### config.mk
export PLATFORM = sky130hd
export DESIGN_NAME = r_mul
export DESIGN_NICKNAME = d
export VERILOG_FILES = /design/src/rtl/pea_pkg.sv /design/src/rtl/r_mul_stage.sv /design/src/rtl/r_mul.sv
export SDC_FILE = /design/constraint.sdc
export NUM_CORES = 1
export LEC_CHECK = 0
export CAP_MARGIN = 20
export CORE_UTILIZATION = 45
export DETAILED_ROUTE_END_ITERATION = 16
export PLACE_DENSITY_LB_ADDON = 0.25
export RECOVER_POWER = 25
export SYNTH_ARGS = -nofsm -noshare
export SYNTH_HDL_FRONTEND = slang
export SYNTH_SLANG_ARGS = --single-unit
### constraint.sdc
create_clock -name clk_i -period 7.2 [get_ports clk_i]
set_input_delay 1.08 -clock clk_i [delete_from_list [all_inputs] [get_ports clk_i]]
set_output_delay 1.08 -clock clk_i [all_outputs]
set_load 0.02 [all_outputs]
### src/rtl/pea_pkg.sv
// Shared PE constants and types for the functional units.
// Holds the multiplier FSM encoding and the default radix/stage counts.
package pea_pkg;

    localparam int N_BITS      = 32;
    localparam int N_RADIX     = 4;
    localparam int LOG2_RADIX  = $clog2(N_RADIX);
    localparam int N_MUL_STAGE = N_BITS / LOG2_RADIX;

    typedef enum logic [1:0] {
        IDLE = 2'd0,
        EXEC = 2'd1,
        FIX  = 2'd2,
        DONE = 2'd3
    } mul_fsm_t;

endpackage

### src/rtl/r_mul_stage.sv
// One radix digit step of the shift-add multiplier.
// Adds digit*mag_b to the upper accumulator half; the result is one radix digit wider.
module r_mul_stage
    import pea_pkg::*;
#(
    parameter int N_BITS  = pea_pkg::N_BITS,
    parameter int N_RADIX = pea_pkg::N_RADIX
) (
    input  logic [$clog2(N_RADIX)-1:0]        digit,
    input  logic [N_BITS-1:0]                 mag_b,
    input  logic [N_BITS-1:0]                 acc_hi,
    output logic [N_BITS+$clog2(N_RADIX)-1:0] sum
);

    localparam int LG = $clog2(N_RADIX);

    // Partial product plus running upper half; digit < N_RADIX so the sum cannot overflow N_BITS+LG bits.
    always_comb begin
        sum = ({{LG{1'b0}}, mag_b} * {{N_BITS{1'b0}}, digit}) + {{LG{1'b0}}, acc_hi};
    end

endmodule

### src/rtl/r_mul.sv
// Multicycle radix-configurable shift-add multiplier for the PE.
// Retires log2(N_RADIX) multiplier bits per EXEC cycle and returns the full 2*N_BITS product.
// Build option: R_MUL_SIGNED_EN selects two's complement operands; otherwise operands are unsigned.
module r_mul
    import pea_pkg::*;
#(
    parameter int N_BITS  = pea_pkg::N_BITS,
    parameter int N_RADIX = pea_pkg::N_RADIX
) (
    input  logic                  clk_i,
    input  logic                  rst_i,
    input  logic                  start_i,
    input  logic                  clear_i,
    input  logic [N_BITS-1:0]     a_i,
    input  logic [N_BITS-1:0]     b_i,
    output logic [2*N_BITS-1:0]   p_o,
    output logic                  busy_o,
    output logic                  valid_o
);

    localparam int LG      = $clog2(N_RADIX);
    localparam int N_STAGE = N_BITS / LG;
    localparam int CNT_W   = (N_STAGE > 1) ? $clog2(N_STAGE) : 1;
    localparam logic [CNT_W-1:0] CNT_LAST = CNT_W'(N_STAGE - 1);

    mul_fsm_t state;
    mul_fsm_t next_state;

    logic [CNT_W-1:0]      cnt;
    logic [2*N_BITS-1:0]   acc;
    logic [N_BITS-1:0]     mag_a;
    logic [N_BITS-1:0]     mag_b;
    logic                  neg;

    logic [N_BITS-1:0]     in_mag_a;
    logic [N_BITS-1:0]     in_mag_b;
    logic                  in_neg;
    logic                  accept;
    logic [N_BITS+LG-1:0]  stage_sum;

    assign accept = start_i && !clear_i && ((state == IDLE) || (state == DONE));

`ifdef R_MUL_SIGNED_EN
    // Operand magnitudes and result sign; the most negative value maps to its unsigned magnitude.
    always_comb begin
        in_mag_a = a_i[N_BITS-1] ? ((~a_i) + N_BITS'(1)) : a_i;
        in_mag_b = b_i[N_BITS-1] ? ((~b_i) + N_BITS'(1)) : b_i;
        in_neg   = a_i[N_BITS-1] ^ b_i[N_BITS-1];
    end
`else
    // Unsigned operands pass straight through and the result is never negated.
    always_comb begin
        in_mag_a = a_i;
        in_mag_b = b_i;
        in_neg   = 1'b0;
    end
`endif

    r_mul_stage #(
        .N_BITS  (N_BITS),
        .N_RADIX (N_RADIX)
    ) u_stage (
        .digit  (mag_a[LG-1:0]),
        .mag_b  (mag_b),
        .acc_hi (acc[2*N_BITS-1:N_BITS]),
        .sum    (stage_sum)
    );

    // State register.
    always_ff @(posedge clk_i or posedge rst_i) begin
        if (rst_i) begin
            state <= IDLE;
        end else begin
            state <= next_state;
        end
    end

    // Next-state logic; clear overrides everything, start is only honoured in IDLE or DONE.
    always_comb begin
        next_state = state;
        if (clear_i) begin
            next_state = IDLE;
        end else begin
            case (state)
                IDLE:    next_state = start_i ? EXEC : IDLE;
                EXEC:    next_state = (cnt == CNT_LAST) ? FIX : EXEC;
                FIX:     next_state = DONE;
                DONE:    next_state = start_i ? EXEC : IDLE;
                default: next_state = IDLE;
            endcase
        end
    end

    // Status outputs decoded from the current state.
    always_comb begin
        busy_o  = (state == EXEC) || (state == FIX);
        valid_o = (state == DONE);
    end

    // Datapath: operand capture, one digit per EXEC cycle, sign fix-up into p_o during FIX.
    always_ff @(posedge clk_i or posedge rst_i) begin
        if (rst_i) begin
            cnt   <= '0;
            acc   <= '0;
            mag_a <= '0;
            mag_b <= '0;
            neg   <= 1'b0;
            p_o   <= '0;
        end else if (clear_i) begin
            cnt <= '0;
            acc <= '0;
        end else if (accept) begin
            mag_a <= in_mag_a;
            mag_b <= in_mag_b;
            neg   <= in_neg;
            cnt   <= '0;
            acc   <= '0;
        end else begin
            case (state)
                EXEC: begin
                    acc   <= {stage_sum, acc[N_BITS-1:LG]};
                    mag_a <= mag_a >> LG;
                    cnt   <= cnt + CNT_W'(1);
                end
                FIX: begin
                    p_o <= neg ? ((~acc) + (2*N_BITS)'(1)) : acc;
                end
                default: begin
                end
            endcase
        end
    end

endmodule

Word level (Yosys, flattened, before mapping):

Cells that the tools add are included.

* multiplexer cells: 12
* multiply operators: 1
* order comparisons: 0
* reductions and logical operators: 12
* bitwise operators: 2
* divide/modulo/power cells: 0
* equal/unequal tests: 4
* $add $sub $neg: 2
* shift operators: 0

Operators with widths (count)
* $mux 64: 3
* $mux 32: 2
* $add 34x32->34: 1
* $mul 32x2->34: 1
* $mux 4: 3
* $pmux 2 s3: 1
* $add 4x1->4 const B: 1
* $eq 2x2->1 const B: 2
* $eq 4x4->1 const B: 1
* $mux 2: 2
* $reduce_and 2->1: 2
* $reduce_and 3->1: 1
* $reduce_bool 3->1: 1
* $eq 2x1->1 const B: 1
* $logic_and 1x1->1: 2
* $logic_not 2->1: 1
* $logic_or 1x1->1: 2
* $not 1->1: 2
* $reduce_bool 2->1: 1
* $reduce_or 2->1: 1
* $logic_not 1->1: 1
* $mux 1: 1

* RAM bits: 0
* memory bits (read-only): 0
* memories: 0
* latch bits: 0
* output and inout port bits: 66
* register bits: 198
* logic and storage cells: 39

Logic depth before layout (Yosys ltp):

Gate-level depths: netlist of run 1.

* word-level depth: 5
* gate-level depth with buffers: 15

Modules after synthesis:

A second synthesis of run 1 with hierarchy kept.

* cells, all modules: 970
* area total of the unflattened synthesis: 10819.1 um2

By module, submodules not included
* r_mul: times used 1, area an instance 7693.6 um2, cells each 523
* r_mul_stage: times used 1, area an instance 3125.5 um2, cells each 447

Least setup slack after synthesis of run 1:

No wires, ideal clock.

* kind: reg-to-reg
* start: register mag_a[0]
* end: register acc[57]
* buffers on the path: 2
* setup slack: 3.930 ns
* setup time: 0.094 ns
* arrival: 3.176 ns
* cell stages (with the launch flop): 16
* cell sequence: dfrtp_1 > clkbuf_1 > clkbuf_1 > nand2_1 > fa_1 > inv_1 > ha_1 > inv_1 > fa_1 > and2b_1 > o2111ai_2 > a211oi_1 > o211ai_1 > a21oi_1 > xnor2_1 > a211oi_1

* word-level cells in the longest chain between the ends: 5

RTL lines
* from (decl): line r_mul.sv:31 `logic [N_BITS-1:0] mag_a;`
* from (signal assigned): line r_mul.sv:113 `mag_a <= in_mag_a;`
* from (signal assigned): line r_mul.sv:122 `mag_a <= mag_a >> LG;`
* $mul 32x2->34: line r_mul_stage.sv:19 `sum = ({{LG{1'b0}}, mag_b} * {{N_BITS{1'b0}}, digit}) + {{LG{1'b0}}, acc_hi};`
* $add 34x32->34: line r_mul_stage.sv:19
* $mux 64: line r_mul.sv:119 `case (state)`
* $mux 64: line r_mul.sv:112 `end else if (accept) begin`
* $mux 64: line r_mul.sv:109 `end else if (clear_i) begin`
* to (signal assigned): line r_mul.sv:121 `acc <= {stage_sum, acc[N_BITS-1:LG]};`
* to (decl): line r_mul.sv:30 `logic [2*N_BITS-1:0] acc;`

No other way between the ends. The select of a mux whose other input is x is not followed.
A chain may end at the register's enable or synchronous reset.

Worst setup path in the final report of run 1:

* start: register mag_a[0]
* end: register acc[60]

Same word-level chain as after synthesis.

==> results of run 1 <==
==> final cells by class <==
cell class	count	area, µm²	area share (%)
Tap cell	319	399	3.06
Inverter	109	417	3.19
Multi-Input combinational cell	733	5230	40.1
Clock buffer	18	439	3.36
Clock inverter	14	170	1.30
Sequential cell	198	4950	38.0
Timing Repair Buffer	144	1440	11.0
==> registers in the layout (all words and copies together) (netlist names) <==
signal	cells
acc	64
p_o	64
mag_a	32
mag_b	32
cnt	4
state	2
==> cells in the final DEF, fill, tap and decap left out, drive strengths merged, types with 4 or more instances in the layout <==
| master | instances |
|---|---|
| dfrtp | 198 |
| nand2 | 165 |
| clkdlybuf4s50 | 132 |
| inv | 118 |
| o21ai | 95 |
| nor2 | 73 |
| mux2 | 65 |
| a21oi | 47 |
| mux2i | 43 |
| ha | 37 |
| fa | 32 |
| a22oi | 30 |
| clkbuf | 18 |
| nor3 | 14 |
| xor2 | 12 |
| a21o | 11 |
| nand3 | 11 |
| buf | 11 |
| nand4 | 10 |
| a211oi | 7 |
| xnor2 | 7 |
| a31oi | 7 |
| o21bai | 6 |
| o211ai | 5 |
| clkinv | 5 |
| and2 | 4 |
| o21a | 4 |
| or4 | 4 |
| and3 | 4 |
| or3 | 4 |
| o311ai | 4 |
==> where the power goes <==
part / switching (µW) / internal, µW
clock: 504 / 483
combinational: 479 / 327
sequential: 79.4 / 1210
total: 1060 / 2020
==> worst max-delay path, delay by kind of cell (launching register included) <==
family,cells,cell delay (ns)
and+or+nand+nor,2,0.53
AOI/OAI and AO/OA,6,1.04
buffers and inverters,2,0.42
adders and majority gates,2,0.91
DFF,1,0.69
==> routing by layer <==
layer	vias to the layer above	GRT usage (%)	routed length, µm
met1	3991	29.4	11600
li1	3942	-	-
met3	25	3.63	1010
met5	-	0	0
met4	0	5.69	285
met2	188	35.0	11600
==> Yosys cell counts (all sizes together) (16+ instances only) <==
cell / n
dfrtp: 198
nand2: 165
inv: 109
o21ai: 95
nor2: 73
mux2: 65
clkbuf: 48
a21oi: 47
mux2i: 43
ha: 37
fa: 32
a22oi: 30
buf: 16
==> cells by family (layout without fill, tap and decap cells) <==
| family | after synthesis | in the layout |
|---|---|---|
| simple gates | 298 | 298 |
| buf+inv | 173 | 285 |
| compound gates | 239 | 239 |
| flops | 198 | 198 |
| xor+xnor | 19 | 19 |
| fa+ha+maj | 69 | 69 |
| mux | 108 | 108 |
==> metrics by stage <==
step	instances	cell area (µm²)	utilization, %	power, µW	hold WS (ns)
6_report	1535	13100	55.4	3080	0.485
5_1_grt	1535	13100	55.4	3270	0.519
4_1_cts	1534	13000	55.3	3110	0.488
3_5_place_dp	1502	12400	52.7	2110	0.470
3_3_place_gp	1501	12400	52.7	2100	0.464
2_1_floorplan	1104	10800	-	1880	0.449
==> final timing paths <==
path,from,end,depth (start not counted)
setup / recovery,mag_a[0]$_DFFE_PP0P_,acc[60]$_DFFE_PP0P_,12
max in group asynchronous,rst_i,mag_a[3]$_DFFE_PP0P_,3
setup reg to reg,mag_a[0]$_DFFE_PP0P_,acc[60]$_DFFE_PP0P_,12
min in group asynchronous,rst_i,p_o[23]$_DFFE_PP0P_,2
hold / removal,p_o[55]$_DFFE_PP0P_,p_o[55]$_DFFE_PP0P_,2
hold reg to reg,p_o[55]$_DFFE_PP0P_,p_o[55]$_DFFE_PP0P_,2
==> results.txt, run 1 <==
DRT iter0 DRCs: 545
Area contributors post-synth: dfrtp_1, mux2_2, fa_1
CP max FO: 19
Inserted Clock Buffers: 17
Post-CTS resize count: 0
Crit path time final: 3.66 ns
Pre-CTS setup slack: 3.37 ns
GPL Wtd Cong: 0.860
CTS tree: done
Cell taking the most area after synthesis: dfrtp_1
Antenna Violating Nets Remaining: 0
Total congestion overflow: 0
Max Cap Viol: 0
Yosys reg bits: 198
Clk Latency, worst-skew pair: 0.44 ns
Final Hold Violating Endpoints: 0
Hold Crit Class: reg -> reg
Overall Global Routing Usage: 21.4%
Status: finished clean
Avg Inst Size Synth: 9.80 µm²
Worst slew pin tran: 1.03 ns
Dpl hpwl: 16.7 mm
Vias post-DR: 8146
Clk buf depth: 2
Asr flop ratio synth: 100%
F_max: 273 MHz
Core box area: 23500 µm²
Synth Area in XOR/XNOR: 1.54%
Synth top area share: 45.8%
Synthesized cell area: 10800 µm²
Root Driver: clkbuf_16
RSZ-0062 raised after global routing: false
Final WL: 24.5 mm
Total die area: 24700 µm²
Vias in the first global route: 8219
Largest family of logic cells by synthesized area: compound AO/OA/AOI/OAI gates
Yosys cell types: 62
Synth Net Count: 1241
CP required: 7.57 ns
Final worst slack: 3.54 ns
Final setup violation count: 0
Simple logic cell fraction of the synthesized area: 11.7%
Die width: 157 µm
Initial antenna violation count: 0
CP most frequent cell: a21oi_1
DRC errors left: 0
Die Ht: 157 µm
Wire length per cell: 16.0 µm
Static Leak: 0.00598 µW
# clock sinks: 198
Clock slew at reported path FFs: 0.08 ns
Antenna cell count: 0
# fillers: 2106
Initial Util: 45.9%
Crit share post-route: 50.8%
Pin count of the biggest net entering global routing: 124
Mapped Cells: 1104
Syn-to-layout area delta: 20.7%
I/O pins: 134
Port Buffers: 133
Pre-antenna DRT Iters: 5
Critical path endpoint category: flip-flop
Number of synthesized flops with an enable pin: 0
FP Rows: 56
Power Dens Cells: 236 nW/µm²
Max VDD drop: 0.157 mV
H-tree Lvls: 4
CP cell instances: buf_4 > nand2_1 > fa_1 > inv_1 > ha_1 > a21oi_1 > o21ai_1 > a21oi_1 > o21ai_0 > a41oi_4 > or3_1 > a31oi_1
Vias per cell: 5.31
Max stage delay on crit path: 0.69 ns
Compound-Gate Fraction of Synth Area: 13.9%
Synth warnings: 0
First-pass GRT wire length: 41.5 mm
Fin. max-slew vios: 0
Sequential fraction of the synthesis area: 45.8%
Fraction of synthesized area in multiplexers: 10.7%
WS Path Type: reg -> reg
Slowest library cell on the worst path: dfrtp_1
Post CTS Setup Buffer Count: 0
WP data arrival: 4.02 ns
Setup_tns: 0 ns
CTS Hold Bufs: 0
CP Launch Type: flip-flop
Post-synthesis adder-cell area fraction: 10.2%
Setup Skew: 0.00818 ns
Ratio of cells with drive above 1 in the final layout: 10.1%
Final nets: 1340
Register-to-register path setup slack: 3.54 ns
Relative slew slack: 31.4%
Ys flop type: dfrtp_1
(Power assumes the default switching activity.)
==> inputs of run 2 (changes only) <==
clock period = 3.8 ns   (was 7.2 ns; I/O delays follow)
==> results.txt, run 2 (synthesis results as in run 1) <==
DRC errors left: 0
Power, Total: 5810 µW
Static Leak: 0.00600 µW
GPL Wtd Cong: 0.863
CP bufs+invs: 3
Final setup violation count: 0
Violated checks: max-capacitance violations, max-slew violations
RSZ-0062 raised after global routing: false
WP data arrival: 3.78 ns
Setup Skew: 0.0111 ns
Vias post-DR: 8256
Worst R2R Path Depth: 13
Syn-to-layout area delta: 20.9%
Initial antenna violation count: 0
Final Hold Violating Endpoints: 0
Power Dens Cells: 444 nW/µm²
R2r endpoint: acc[53]$_DFFE_PP0P_
Max VDD drop: 0.306 mV
Pre-antenna DRT Iters: 5
Core box area: 23500 µm²
First-pass GRT wire length: 41.4 mm
Status: finished, violations left
CP required: 4.12 ns
Dpl hpwl: 17.4 mm
I/O pins: 134
Final WL: 24.8 mm
Max stage delay on crit path: 0.47 ns
Initial Util: 45.9%
Die width: 157 µm
DRT iter0 DRCs: 540
H-tree Lvls: 4
Worst Setup SP: mag_a[1]$_DFFE_PP0P_
Min-delay src: p_o[51]$_DFFE_PP0P_
Clk buf depth: 2
Delay-heaviest family, CP: compound AO/OA/AOI/OAI gates
Antenna Violating Nets Remaining: 0
Root Driver: clkbuf_16
CP max FO: 18
Hold Crit Class: reg -> reg
Most frequent cells in the layout: dfrtp_1, nand2_1, clkdlybuf4s50_1
CTS tree: done
F_max: 289 MHz
FP Rows: 56
Critical path endpoint category: flip-flop
Clock slew at reported path FFs: 0.08 ns
Overall Global Routing Usage: 21.3%
Register-to-register path setup slack: 0.34 ns
Worst hold stages: 2
Pin count of the biggest net entering global routing: 71
CP Launch Type: flip-flop
Slowest library cell on the worst path: fa_1
Clk Latency, worst-skew pair: 0.45 ns
CP cell instances: buf_4 > nand2_1 > fa_1 > inv_1 > ha_1 > inv_1 > fa_1 > and2b_1 > o2111ai_2 > a211o_1 > a21boi_1 > o21ai_0 > o311ai_0
Inserted Clock Buffers: 17
Ratio of cells with drive above 1 in the final layout: 10.9%
Crit share post-route: 91.0%
# clock sinks: 198
Vias per cell: 5.34
Post-CTS resize count: 0
Worst r2r src: mag_a[1]$_DFFE_PP0P_
Port Buffers: 133
Wire length per cell: 16.1 µm
Die Ht: 157 µm
Max Cap Viol: 2
Setup_tns: 0 ns
Vias in the first global route: 8090
Total congestion overflow: 0
Antenna cell count: 0
Fin. max-slew vios: 136
Top flop regs: acc (64), p_o (64)
Final nets: 1351
Hold worst-path end: p_o[51]$_DFFE_PP0P_
Total die area: 24700 µm²
Post CTS Setup Buffer Count: 0
Relative slew slack: -18.2%
Worst slew pin tran: 1.77 ns
Crit path time final: 3.46 ns
CTS Hold Bufs: 0
WS Path Type: reg -> reg
Commonest non-fill, non-tap cell in the layout: dfrtp_1
run 2: report_power, final:
group / total, µW / internal, µW / switching, µW
registers: 2430 / 2300 / 132
logic: 1550 / 625 / 930
clock network: 1820 / 899 / 924
run 2: layout make-up:
type / count / area, µm²
Clock buffer: 18 / 439
Clock inverter: 14 / 156
Fill cell: 2107 / 10500
Inverter: 109 / 410
Multi-Input combinational cell: 733 / 5230
Sequential cell: 198 / 4950
Tap cell: 319 / 399
Timing Repair Buffer: 155 / 1490
run 2: through the flow:
| stage | util (%) | area, µm² | cells | setup WS [ns] | hold slack [ns] |
|---|---|---|---|---|---|
| final | 55.6 | 13100 | 1546 | 0.342 | 0.482 |
| after global routing | 55.6 | 13100 | 1546 | 0.128 | 0.511 |
| after detailed placement | 53.2 | 12500 | 1514 | 0.407 | 0.470 |
| after global placement | 53.2 | 12500 | 1514 | 0.536 | 0.462 |
| after CTS | 55.8 | 13100 | 1546 | 0.386 | 0.406 |
| after floorplan | - | 10800 | 1104 | 0.530 | 0.449 |
run 2: routing by layer:
layer | wire length [µm] | part of all wire, % | global-route usage [%]
met2 | 11900 | 48 | 35.1
met1 | 11500 | 46 | 28.9
met3 | 1110 | 4.5 | 4.24
met4 | 289 | 1.2 | 5.27
met5 | 0 | 0 | 0
run 2: worst max path at each step:
stage | endpoint | slack [ns] | cells past startpoint
floorplan | acc[57]$_DFFE_PP0P_ | 0.53 | 15
global placement | acc[53]$_DFFE_PP0P_ | 0.54 | 13
detailed placement | acc[53]$_DFFE_PP0P_ | 0.41 | 13
CTS | acc[53]$_DFFE_PP0P_ | 0.39 | 13
global route | acc[57]$_DFFE_PP0P_ | 0.13 | 14
finish | acc[53]$_DFFE_PP0P_ | 0.34 | 13
run 2: worst reg2reg max path: cells and delay by family (launching register included):
| family | cells | cell delay [ns] |
|---|---|---|
| compound gates | 5 | 1.23 |
| fa+ha+maj | 3 | 1.03 |
| buf+inv | 3 | 0.36 |
| simple gates | 2 | 0.36 |
| flops | 1 | 0.35 |
==> patch 1 (settings of run 2) <==
Set the package constant `N_RADIX` to 2 (it was 4).
--- a/src/rtl/pea_pkg.sv
+++ b/src/rtl/pea_pkg.sv
@@ -5,3 +5,3 @@
     localparam int N_BITS      = 32;
-    localparam int N_RADIX     = 4;
+    localparam int N_RADIX     = 2;
     localparam int LOG2_RADIX  = $clog2(N_RADIX);
Check against the original RTL: same outputs for any inputs over 10 cycles, from zero or initial values and one cycle with rst_i high; that may be too few to reach the edited logic, so the function may still have changed.
==> patch 1 against run 2 <==
  * The flow still finishes with violations (max-capacitance violations, max-slew violations)
  * Synthesized cell count decreased by 18%
  * Final area decreased by 6.7%
  * Hold slack improved by 0.0027 ns
  * Synthesized area decreased by 7.2%
  * Via count decreased by 15%
  * Setup slack improved by 0.21 ns
  * Sequential cell count increased by 1
  * Power decreased by 11%
  * Routed wire length decreased by 13%
  * Highest routed layer unchanged
==> patch 1: results (changes against run 2) <==
[setup_path]
critPathSlowestCell = dfrtp_1  ; was fa_1
arrival_ns = 3.62  ; was 3.78 ns
max_stage_delay_ns = 0.92  ; was 0.47 ns

[grt]
grt_pass1_wl_mm = 36.0  ; was 41.4 mm
track_usage_pct = 20.0  ; was 21.3%
grt_pass1_vias = 7089  ; was 8090
grt_max_degree = 146  ; was 71

[placement]
finalWeightedCongestion = 0.914  ; was 0.863
post-dp-hpwl_mm = 14.5  ; was 17.4 mm

[outcome]
status = finished with violations  ; unchanged
violations = max-capacitance violations, max-slew violations  ; unchanged

[clocking]
clk_latency_ns = 0.46
cts_buffers = 17  ; unchanged

[logic_synthesis]
synth.yosys.seq_area_share_pct = 49.6  ; was 45.8%
netlist-cell-type-count = 67  ; was 62
synthTopCellsByCount = 199 x dfrtp_1, 95 x mux2_2, 70 x nor2_1, 67 x nand2_1, 51 x o21ai_0  ; was 198 x dfrtp_1, 165 x nand2_1, 109 x inv_1, 87 x o21ai_0, 72 x nor2_1
synth.area.top_cells = dfrtp_1 50%, mux2_2 11%, mux2i_1 4.7%  ; was dfrtp_1 46%, mux2_2 6.8%, fa_1 5.9%

[flow_run]
maxCapViolCount = 1  ; was 2

[routing]
dr.pass1.iters = 4  ; was 5
vias_per_cell = 5.40  ; was 5.34
routed_wl_mm = 21.6  ; was 24.8 mm

[sta]
maxSlewViolCount = 146  ; was 136
clock_skew_ns = 0.0151  ; was 0.0111 ns
tightest_slew_ns = 1.97  ; was 1.77 ns

[layout]
fillers = 1879  ; was 2107
drive_gt1_share_pct = 17.1  ; was 10.9%
nets = 1116  ; was 1351

[pwr]
worst_ir_drop_vdd_v = 0.000252  ; was 0.000306 V
p_leak_nw = 5.54  ; was 6.00 nW

-- patch 1: final timing paths --
| check | start | end | slack (ns) | depth (start not counted) |
|---|---|---|---|---|
| worst min-delay path | mag_a[25] | mag_a[25] | 0.49 | 2 |
| worst min register to register | mag_a[25] | mag_a[25] | 0.49 | 2 |
| min in group asynchronous | rst_i | p_o[25] | 1.03 | 3 |
| max in group asynchronous | rst_i | acc[55] | 1.27 | 3 |
| worst max register to register | mag_a[0] | acc[61] | 0.56 | 12 |
| worst max-delay path | mag_a[0] | acc[61] | 0.56 | 12 |
-- patch 1: kinds of logic after synthesis --
| family | count (synthesis) | share of synthesized area (%) |
|---|---|---|
| DFF | 199 | 49.6 |
| and+or+nand+nor | 232 | 11.1 |
| muxes | 142 | 15.3 |
| AOI/OAI and AO/OA | 192 | 13.2 |
| xor gates and xnor gates | 26 | 2.27 |
| buffers and inverters | 79 | 3.75 |
| adders and majority gates | 38 | 4.81 |
-- patch 1: final cells by class --
| type | instances | share of cell area [%] |
|---|---|---|
| Sequential cell | 199 | 40.8 |
| Tap cell | 280 | 2.87 |
| Clock buffer | 17 | 3.49 |
| Clock inverter | 15 | 1.82 |
| Multi-Input combinational cell | 630 | 38.6 |
| Timing Repair Buffer | 148 | 12.0 |
| Inverter | 14 | 0.441 |
-- patch 1: critical path, delay by kind of cell (launching register included) --
family	cells	cell delay (ns)
XOR/XNOR	1	0.16
adder cells (fa/ha/maj)	2	0.60
AO/OA/AOI/OAI	6	1.01
AND/OR/NAND/NOR	2	0.40
buffers and inverters	1	0.05
flip-flops	1	0.92
-- patch 1: power breakdown --
group          switching, mW  internal (mW)
Clock                   1.01          0.932
Combinational          0.451          0.390
Sequential             0.117           2.29
-- patch 1: metrics by stage --
| step | cell area (sq um) | setup slack, ns | std cells | total power [mW] | utilization, % |
|---|---|---|---|---|---|
| finish | 12200 | 0.556 | 1303 | 5.19 | 55.9 |
| global placement | 11600 | 0.605 | 1270 | 3.28 | 53.0 |
| detailed placement | 11600 | 0.529 | 1271 | 3.30 | 53.0 |
| CTS | 12200 | 0.512 | 1303 | 5.24 | 56.0 |
| floorplan | 10000 | 0.656 | 908 | 3.03 | - |
| global route | 12200 | 0.319 | 1303 | 5.44 | 55.9 |
-- patch 1: per-layer routing --
metal,part of all wire [%],GRT usage [%],up-vias
met5,0,0,-
met4,1.4,6.30,0
met3,4.6,3.77,23
met2,47,31.0,153
met1,47,28.0,3436
li1,-,-,3420
==> patch 2 (config.mk and constraints of run 2) <==
Made on the original files. Register the output `valid_o`, with the module's reset; this adds one clock of latency there. The other outputs are not delayed to match.
--- a/src/rtl/r_mul.sv
+++ b/src/rtl/r_mul.sv
@@ -24,2 +24,4 @@
     localparam logic [CNT_W-1:0] CNT_LAST = CNT_W'(N_STAGE - 1);
+
+    logic valid_d;
 
@@ -96,3 +98,3 @@
         busy_o  = (state == EXEC) || (state == FIX);
-        valid_o = (state == DONE);
+        valid_d = (state == DONE);
     end
@@ -133,2 +135,10 @@
 
+    always_ff @(posedge clk_i or posedge rst_i) begin
+        if (rst_i) begin
+            valid_o <= '0;
+        end else begin
+            valid_o <= valid_d;
+        end
+    end
+
 endmodule
Function: same outputs for any inputs over 10 cycles, from zero or initial values and one cycle with rst_i high; that may be too few to reach the edited logic, so the function may still have changed.
==> patch 2 against run 2 <==
  * The flow still finishes with violations (max-capacitance violations, max-slew violations)
  * Maximum frequency is 1.7% higher
  * Setup slack improved by 0.056 ns
  * Routed wire length down 1.2%
  * Sequential cell count up 1
  * Synthesized area is 0.24% higher
  * Final area is 0.31% higher
  * Critical path depth fell by 2
  * Hold slack got worse by 0.0048 ns
  * Power up 1.7%
==> patch 2: results (changes against run 2) <==
[placement]
place_ws_ns = 0.443  ; was 0.407 ns
post-dp-hpwl_mm = 17.0  ; was 17.4 mm
post-place-cells = 1511  ; was 1514
finalWeightedCongestion = 0.903  ; was 0.863

[logic_synthesis]
synth-adder-area-share_pct = 10.2  ; about the same
synth.area.top_cells = dfrtp_1 46%, mux2_2 6.8%, fa_1 5.9%  ; unchanged
synth.yosys.seq_area_share_pct = 45.9  ; was 45.8%
synth_xor_area_share_pct = 1.53  ; was 1.54%
synthTopCellsByCount = 199 x dfrtp_1, 165 x nand2_1, 109 x inv_1, 88 x o21ai_0, 72 x nor2_1  ; was 198 x dfrtp_1, 165 x nand2_1, 109 x inv_1, 87 x o21ai_0, 72 x nor2_1
synth_compound_area_share_pct = 13.8  ; was 13.9%
syn_nets = 1242  ; was 1241
syn_inst = 1105  ; was 1104

[grt]
grtUsageMet3_pct = 3.14  ; was 4.24%
grt_pass1_wl_mm = 41.2  ; was 41.4 mm
grt_pass1_vias = 8321  ; was 8090
use_met2_pct = 34.8  ; was 35.1%
track_usage_pct = 21.1  ; was 21.3%
gr-usage-met1_pct = 28.7  ; was 28.9%
grt_max_degree = 116  ; was 71

[sta]
fin_hold_ws_ns = 0.478  ; was 0.482 ns
maxSlewViolCount = 201  ; was 136
setup_violations = 0  ; unchanged
slew_headroom_pct = -69.1  ; was -18.2%
clock_skew_ns = 0.0119  ; was 0.0111 ns

[pwr]
power_frac_comb_pct = 26.3  ; was 26.8%
worst_ir_drop_vdd_v = 0.000258  ; was 0.000306 V
switching_share_pct = 32.8  ; was 34.2%
power_frac_clock_pct = 32.3  ; was 31.4%
p_leak_nw = 6.02  ; was 6.00 nW

[setup_path]
max_stage_delay_ns = 0.51  ; was 0.47 ns
reg2regPathDepth = 11  ; was 13
arrival_ns = 3.74  ; was 3.78 ns
r2r_slack_ns = 0.40  ; was 0.34 ns

[routing]
wl_met1_mm = 11.5  ; about the same
route.met2.wl_mm = 11.7  ; was 11.9 mm
vias_per_cell = 5.30  ; was 5.34
dr_wl_met3_microns = 901  ; was 1.11 mm
routed_wl_mm = 24.5  ; was 24.8 mm

[flow_run]
maxCapViolCount = 2  ; unchanged

[layout]
drive_gt1_share_pct = 10.5  ; was 10.9%
nets = 1348  ; was 1351

[outcome]
violations = max-capacitance violations, max-slew violations  ; unchanged
status = finished with violations  ; unchanged

[min_path]
worstHoldPathType = flip-flop to flip-flop  ; unchanged

[clocking]
htree_num_levels = 4  ; unchanged

patch 2: cell type report:
class,count,area (sq um)
flip-flops and latches,199,4980
inverters,109,410
clock inverters,12,160
repair buffers,151,1490
well taps,319,399
fillers,2127,10400
multi-input cells,733,5230
clock buffers,19,453
patch 2: kinds of logic (layout without fill, tap and decap cells):
| family | after synthesis | in the layout |
|---|---|---|
| fa+ha+maj | 69 | 69 |
| mux | 108 | 108 |
| flops | 199 | 199 |
| compound gates | 239 | 239 |
| xor+xnor | 19 | 19 |
| buf+inv | 173 | 291 |
| simple gates | 298 | 298 |
patch 2: worst max-delay path by stage:
stage                     startpoint   endpoint  slack (ns)  depth (start not counted)
final                       mag_a[1]    acc[57]        0.40                         11
after global routing           rst_i  mag_b[21]        0.11                          3
after CTS                   mag_a[1]    acc[57]        0.40                         11
after detailed placement    mag_a[1]    acc[57]        0.44                         11
after global placement      mag_a[1]    acc[57]        0.55                         11
after floorplan             mag_a[0]    acc[57]        0.53                         15
